**config.mk**
```make
export PLATFORM = sky130hd
export DESIGN_NAME = booth_mul_arbiter
export DESIGN_NICKNAME = d
export VERILOG_FILES = /design/src/rtl/booth_mul_arbiter.sv
export SDC_FILE = /design/constraint.sdc
export NUM_CORES = 1
export LEC_CHECK = 0
export CORE_MARGIN = 1.5
export CORE_UTILIZATION = 37
export DETAILED_ROUTE_END_ITERATION = 16
export PLACE_DENSITY_LB_ADDON = 0.08
export SYNTH_ARGS = -nofsm -noshare
export SYNTH_HDL_FRONTEND = slang
export SYNTH_SLANG_ARGS = --single-unit
```
**constraint.sdc**
```tcl
create_clock -name clk_i -period 10.6 [get_ports clk_i]
set_input_delay 3.18 -clock clk_i [delete_from_list [all_inputs] [get_ports clk_i]]
set_output_delay 3.18 -clock clk_i [all_outputs]
set_load 0.005 [all_outputs]
```
**src/rtl/booth_mul_arbiter.sv**
```systemverilog
// Round-robin front end that time-shares one radix-8 Booth multiplier among NUM_REQ requesters.
// Each op goes IDLE (grant + operand capture) -> CALC (multiply, register) -> RESP (hold until taken).

module radix8_booth_multiplier (
  input  logic signed [15:0] a_i,
  input  logic signed [15:0] b_i,
  output logic signed [31:0] p_o
);
  logic signed [18:0] m1, m2, m3, m4;
  logic        [18:0] bx;
  logic        [3:0]  grp;
  logic signed [18:0] sel;
  logic signed [18:0] pp;
  logic signed [35:0] acc;

  assign m1 = 19'(a_i);
  assign m2 = m1 <<< 1;
  assign m3 = m1 + m2;
  assign m4 = m1 <<< 2;
  // Multiplier with an implicit 0 below bit 0 and two sign bits on top: six overlapping 4-bit groups
  assign bx = {b_i[15], b_i[15], b_i, 1'b0};

  always_comb begin
    acc = '0;
    grp = '0;
    sel = '0;
    pp  = '0;
    for (int j = 0; j < 6; j++) begin
      grp = bx[3*j +: 4];
      unique case (grp)
        4'b0001, 4'b0010, 4'b1101, 4'b1110: sel = m1;
        4'b0011, 4'b0100, 4'b1011, 4'b1100: sel = m2;
        4'b0101, 4'b0110, 4'b1001, 4'b1010: sel = m3;
        4'b0111, 4'b1000:                   sel = m4;
        default:                            sel = '0;
      endcase
      pp  = grp[3] ? -sel : sel;
      acc = acc + (36'(pp) <<< (3*j));
    end
  end

  assign p_o = acc[31:0];
endmodule

module booth_mul_arbiter #(
  parameter int NUM_REQ = 4,
  parameter int ID_W    = 2
) (
  input  logic                          clk_i,
  input  logic                          rst_i,
  input  logic [NUM_REQ-1:0]            req_valid_i,
  output logic [NUM_REQ-1:0]            req_ready_o,
  input  logic [NUM_REQ-1:0][15:0]      req_a_i,
  input  logic [NUM_REQ-1:0][15:0]      req_b_i,
  output logic                          rsp_valid_o,
  input  logic                          rsp_ready_i,
  output logic [ID_W-1:0]               rsp_id_o,
  output logic [31:0]                   rsp_product_o,
  output logic                          busy_o,
  output logic [15:0]                   ops_done_o
);
  typedef enum logic [1:0] {IDLE, CALC, RESP} state_t;

  state_t             state_q, state_d;
  logic [ID_W-1:0]    ptr_q, ptr_d;
  logic [ID_W-1:0]    id_q, id_d;
  logic [15:0]        op_a_q, op_a_d, op_b_q, op_b_d;
  logic               rsp_valid_q, rsp_valid_d;
  logic [ID_W-1:0]    rsp_id_q, rsp_id_d;
  logic [31:0]        rsp_product_q, rsp_product_d;
  logic [15:0]        ops_done_q, ops_done_d;

  logic               found;
  logic [ID_W-1:0]    gnt_idx, scan_idx;
  logic signed [31:0] mul_p;

  radix8_booth_multiplier u_mul (
    .a_i (op_a_q),
    .b_i (op_b_q),
    .p_o (mul_p)
  );

  // Scan starts just past the last winner, so the last winner has the lowest priority
  always_comb begin
    found    = 1'b0;
    gnt_idx  = '0;
    scan_idx = '0;
    for (int k = 1; k <= NUM_REQ; k++) begin
      scan_idx = ID_W'((int'(ptr_q) + k) % NUM_REQ);
      if (!found && req_valid_i[scan_idx]) begin
        found   = 1'b1;
        gnt_idx = scan_idx;
      end
    end
  end

  always_comb begin
    req_ready_o = '0;
    if (state_q == IDLE && found && !rst_i) req_ready_o[gnt_idx] = 1'b1;
  end

  always_comb begin
    state_d       = state_q;
    ptr_d         = ptr_q;
    id_d          = id_q;
    op_a_d        = op_a_q;
    op_b_d        = op_b_q;
    rsp_valid_d   = rsp_valid_q;
    rsp_id_d      = rsp_id_q;
    rsp_product_d = rsp_product_q;
    ops_done_d    = ops_done_q;
    unique case (state_q)
      IDLE: if (found) begin
        op_a_d  = req_a_i[gnt_idx];
        op_b_d  = req_b_i[gnt_idx];
        id_d    = gnt_idx;
        ptr_d   = gnt_idx;
        state_d = CALC;
      end
      CALC: begin
        rsp_product_d = mul_p;
        rsp_id_d      = id_q;
        rsp_valid_d   = 1'b1;
        state_d       = RESP;
      end
      RESP: if (rsp_ready_i) begin
        rsp_valid_d = 1'b0;
        ops_done_d  = ops_done_q + 16'd1;
        state_d     = IDLE;
      end
      default: state_d = IDLE;
    endcase
  end

  always_ff @(posedge clk_i or posedge rst_i) begin
    if (rst_i) begin
      state_q       <= IDLE;
      ptr_q         <= ID_W'(NUM_REQ - 1);
      id_q          <= '0;
      op_a_q        <= '0;
      op_b_q        <= '0;
      rsp_valid_q   <= 1'b0;
      rsp_id_q      <= '0;
      rsp_product_q <= '0;
      ops_done_q    <= '0;
    end else begin
      state_q       <= state_d;
      ptr_q         <= ptr_d;
      id_q          <= id_d;
      op_a_q        <= op_a_d;
      op_b_q        <= op_b_d;
      rsp_valid_q   <= rsp_valid_d;
      rsp_id_q      <= rsp_id_d;
      rsp_product_q <= rsp_product_d;
      ops_done_q    <= ops_done_d;
    end
  end

  assign rsp_valid_o   = rsp_valid_q;
  assign rsp_id_o      = rsp_id_q;
  assign rsp_product_o = rsp_product_q;
  assign busy_o        = (state_q != IDLE);
  assign ops_done_o    = ops_done_q;
endmodule

```
# Word level (Yosys, flattened, before mapping)
# Cells that the tools add are included.
[op_classes]
n_eq_ne = 81
reduce_logical = 40
muxes = 40
n_lt_le_gt_ge = 6
add_sub_neg = 17
[ops]
columns = ["operator", "count"]
rows = [
  ["case mux 19 bit (4 select lines)", 5],
  ["equality test 4 bit, second input constant", 35],
  ["2-to-1 mux 19 bit", 5],
  ["negation 19 bit", 5],
  ["equality test 4 x 3 -> 1 bit, second input constant", 20],
  ["case mux 17 bit (4 select lines)", 1],
  ["binary-select mux 16 bit (select 2 bit)", 2],
  ["OR reduction 4 bit", 15],
  ["equality test 4 x 2 -> 1 bit, second input constant", 10],
  ["adder 32 x 28 -> 32 bit", 1],
  ["adder 32 x 31 -> 32 bit", 1],
  ["adder 32 bit", 1],
  ["2-to-1 mux 16 bit", 2],
  ["adder 23 x 25 -> 26 bit", 1],
  ["adder 19 x 22 -> 23 bit", 1],
  ["equality test 4 x 1 -> 1 bit, second input constant", 5],
  ["adder 16 x 17 -> 18 bit", 1],
  ["2-to-1 mux 17 bit", 1],
  ["negation 17 bit", 1],
  ["adder 16 x 1 -> 16 bit, second input constant", 1],
  ["OR reduction 2 bit", 8],
  ["less-than comparator 2 x 3 -> 1 bit, second input constant", 5],
  ["equality test 3 bit, second input constant", 4],
  ["2-to-1 mux 2 bit", 6],
  ["19 further kinds", 47],
]
[totals]
wordCells = 193
register_bits = 89

# Depth between registers and ports, before layout
[logic_depth]
ltp_word = 18
depth_mapped = 37
mapped_depth_nobuf = 37

# By module
# Synthesis repeated with hierarchy kept, for this count alone.
[unflattened]
cells_unflattened = 1769
hier_area_um2 = 14273.7
[by_module_without_submodules]
columns = ["module", "n_inst", "seq_area_each_um2", "area_per_inst_um2", "cells_per_inst"]
rows = [
  ["radix8_booth_multiplier", 1, 0.0, 9369.0, 1306],
  ["booth_mul_arbiter", 1, 2229.6, 4904.7, 463],
]

# Least setup slack after synthesis
# Ideal clock, no wire load.
[synth_timing]
kind = "input-to-output"
startpoint = "input port rst_i"
endpoint = "output port req_ready_o[1]"
path_stages = 2
arrival_time_ns = 5.501
setup_slack_ns = 1.919
path_cell_list = "inv_1 and4_1"
[synth_via]
elab_chain_len = 3
[synth_lines]
columns = ["item", "line", "source"]
rows = [
  ["from (decl)", "50", "input logic rst_i,"],
  ["zero test 1 bit (no line)", "n/a", ""],
  ["logical AND 1 bit", "99", "if (state_q == IDLE && found && !rst_i) req_ready_o[gnt_idx] = 1'b1;"],
  ["2-to-1 mux 4 bit", "99", ""],
  ["to (decl)", "52", "output logic [NUM_REQ-1:0] req_ready_o,"],
]
# Every way passes these cells.

# Final worst setup path
[layout_timing]
startpoint = "register op_b_q[5]"
endpoint = "register rsp_product_q[30] (netlist: rsp_product_o[30])"
[layout_via]
elab_chain_len = 10
elab_cells_between_ends = 47
cone_classes = "7 x add/sub; 28 x eq/ne; 4 x mux; 8 x reduce/logical"
[layout_lines]
columns = ["item", "line", "source"]
rows = [
  ["from (decl)", "67", "logic [15:0] op_a_q, op_a_d, op_b_q, op_b_d;"],
  ["from (signal assigned)", "151", "op_b_q <= op_b_d;"],
  ["equality test 4 x 3 -> 1 bit, or another cell as far along", "30", "unique case (grp)"],
  ["OR reduction 4 bit / OR reduction 2 bit (equally long branches)", "30", ""],
  ["case mux 19 bit (4 select lines)", "30", ""],
  ["negation 19 bit", "37", "pp = grp[3] ? -sel : sel;"],
  ["2-to-1 mux 19 bit", "37", ""],
  ["adder 19 x 22 -> 23 bit", "38", "acc = acc + (36'(pp) <<< (3*j));"],
  ["adder 23 x 25 -> 26 bit (*)", "38", ""],
  ["adder 32 x 28 -> 32 bit (*)", "38", ""],
  ["adder 32 x 31 -> 32 bit (*)", "38", ""],
  ["adder 32 bit (*)", "38", ""],
  ["to (signal assigned)", "154", "rsp_product_q <= rsp_product_d;"],
  ["to (decl)", "70", "logic [31:0] rsp_product_q, rsp_product_d;"],
]
# Every way passes the cells marked *; elsewhere a longest branch is shown, timed or not.
# A chain may end at the register's enable or synchronous reset.

==> impl_metrics.yaml <==
clock_tree:
  root_buffer: "clkbuf_16"
  cts_hold_buffers: 0
  ctsResizeCount: 0
  cts_sinks: 89
  cts_max_path_buffers: 2
  clk_pin_slew_ns: 0.08
  htree_levels: 3
  cts_setup_buffers: 0
  cts_tree: "built"
  cts_buffers: 9
  clock_latency_ns: 0.38
route:
  drt_wl_total_um: 48490
  vias_per_cell: 5.555
  dr_total_vias: 14060
  drtAntennaViolNets: 0
  routedWlPerCell_um: 19.16
  drtIter0Drc: 1249
  firstDrtPassIters: 6
  drc: 0
setup_path:
  crit_arrival_ns: 9.68
  endpoint_kind: "register"
  start_kind: "register"
  ff2ff_path_depth: 30
  critical_path_class: "reg -> reg"
  slowest_delay_ns: 1.12
  reg2reg_slack_ns: 1.16
  path_max_fanout: 34
  critPathSlowestCell: "dfrtp_1"
  required_ns: 10.84
  reg2reg_from: "op_b_q[5]$_DFFE_PP0P_"
  r2r-end: "rsp_product_o[30]$_DFFE_PP0P_"
die:
  die_h_um: 197.0
  dieArea_mm2: 0.03882
  start_util_pct: 37.78
  io_pins: 191
  rows: 70
  die_w_um: 197.0
  core-area_mm2: 0.03687
global_route:
  grt_pass1_wl_um: 76850
  grt_max_degree: 72
  busiest_layer: "met2"
  antenna_found_initial: 0
  met3_usage_pct: 3.995
  grt_use_total_pct: 25.32
  first_global_vias: 13440
  grt.overflow.total: 0
  grtUsageMet1_pct: 35.74
  grt_use_met2_pct: 39.64
synth:
  ys_seq_elements: 89
  avgSynthCellArea_um2: 7.297
  synth_fa_ha_area_share_pct: 14.91
  syn_inst: 1909
  ys_seq_area_share_pct: 16.01
  synth.area.mux_share_pct: 2.192
  synth_simple_gate_area_share_pct: 22.29
  synthTopCellsByCount: "355 x nand2_1, 203 x o21ai_0, 128 x inv_1"
  async_reset_ff_share_pct: 100.0
  synthXorXnorAreaFrac_pct: 10.19
  synth_top_area_share_pct: 15.63
  synth_warnings: 0
  synth_compound_area_share_pct: 27.07
  synth_area_leaders: "dfrtp_1 16%, nand2_1 9.6%, fa_1 8.2%"
  yosys.cell_count.top_type: "nand2_1"
  syn_nets: 2175
  synthDistinctLibCells: 96
  synth_area_leader_cell: "dfrtp_1"
  synth_edf_count: 0
  synth_top_family_by_area: "compound AO/OA/AOI/OAI gates"
  synth-main-ff-cell: "dfrtp_1"
  syn_area_mm2: 0.01393
layout:
  diodes: 0
  multiInputGateArea_mm2: 0.01072
  area_growth_pct: 19.09
  final_area_mm2: 0.01659
  drive_gt1_share_pct: 5.427
  seq_area_mm2: 0.002230
  n_fill_cell: 3828
  final_nets: 2288
timing:
  timing.fmax_ghz: 0.1059
  finalMaxSlewViolations: 0
  whs_ns: 0.4740
  hold_viol: 0
  setup_ws_ns: 1.157
  min_period_ns: 9.443
  fin_skew_ns: 0.008952
  rsz0062_at_grt: "no"
  finalSetupViolCount: 0
  fin_crit_sh_pct: 89.09
  worst_pin_slew_ns: 1.161
  tns_ns: 0
  relSlewSlack_pct: 22.59
worst_hold_path:
  min_from: "id_q[0]$_DFFE_PP0P_"
  hold_depth: 2
  worstHoldEndpoint: "id_q[0]$_DFFE_PP0P_"
  hold_class: "reg -> reg"
placement:
  gp_congestion: 0.9318
  placed_area_mm2: 0.01629
  place_ws_ns: 1.254
  io_buffers: 190
  dp_hpwl_um: 38520
run:
  cap_violations: 0
run_status:
  outcome: "complete, no violations"
per-stage QoR:
step	cells	util (%)
after global routing	2531	44.99
after CTS	2531	44.99
after global placement	2515	44.18
after floorplan	1909	-
final	2531	44.99
after detailed placement	2515	44.18
critical path: cells and delay by family, from the launching register on:
family	cells	cell delay, ns
AOI/OAI and AO/OA	14	3.64
xor gates and xnor gates	3	0.56
adders and majority gates	7	2.72
buffers and inverters	3	0.13
DFF	1	1.12
muxes	1	0.18
and+or+nand+nor	2	0.95
per-layer routing:
layer / part of all wire, % / up-vias / wire length (um)
met5: 0 / - / 0
met4: 2.5 / 0 / 1222
met3: 7.1 / 60 / 3433
met2: 44 / 550 / 21140
met1: 47 / 6512 / 22700
li1: - / 6938 / -
registers in the layout (all words and copies together), names as in the netlist:
register / flops
id_q: 2
op_a_q: 16
ptr_q: 2
rsp_product_o: 32
rsp_valid_o: 1
rsp_id_o: 2
state_q: 2
op_b_q: 16
ops_done_o: 16
cell families after synthesis:
family | Yosys count
flops | 89
buf+inv | 260
fa+ha+maj | 132
simple gates | 676
compound gates | 563
mux | 29
xor+xnor | 160
placed cells by master, fill, tap and decap left out, types with 11 or more instances in the layout:
master,count
fa_1,57
a221oi_1,17
a21boi_0,16
clkdlybuf4s50_1,190
o21ai_0,203
a222oi_1,25
a21o_1,17
mux2_2,12
a21oi_1,78
a211oi_1,13
xnor2_1,96
o21a_1,15
nor3_1,25
and3_1,11
o21bai_1,11
nand3_1,71
xor2_1,63
o31ai_1,13
inv_1,127
a22o_1,15
nand2b_1,26
a31oi_1,15
a22oi_1,19
o22ai_1,13
nand2_1,355
or2_2,11
dfrtp_1,87
mux2i_1,17
buf_4,44
ha_1,74
nand4_1,19
o211ai_1,14
nor2b_1,33
nor2_1,73
how the worst max path moves through the flow:
stage                          startpoint                            end  cells after the start
global placement    op_a_q[0]$_DFFE_PP0P_  rsp_product_o[28]$_DFFE_PP0P_                     35
CTS                 op_b_q[5]$_DFFE_PP0P_  rsp_product_o[30]$_DFFE_PP0P_                     30
detailed placement  op_b_q[5]$_DFFE_PP0P_  rsp_product_o[30]$_DFFE_PP0P_                     30
finish              op_b_q[5]$_DFFE_PP0P_  rsp_product_o[30]$_DFFE_PP0P_                     30
global route        op_b_q[5]$_DFFE_PP0P_  rsp_product_o[30]$_DFFE_PP0P_                     30
floorplan                           rst_i                 req_ready_o[1]                      2
layout make-up:
type                    instances  area share (%)
inverters                     128           2.911
flip-flops and latches         89           13.44
multi-input cells            1560           64.60
repair buffers                234           13.46
well taps                     504           3.801
clock buffers                   9           1.358
clock inverters                 7          0.4375
Power is not shown: default switching activity piles up to over one toggle a cycle in this logic, so the estimate is an artifact.
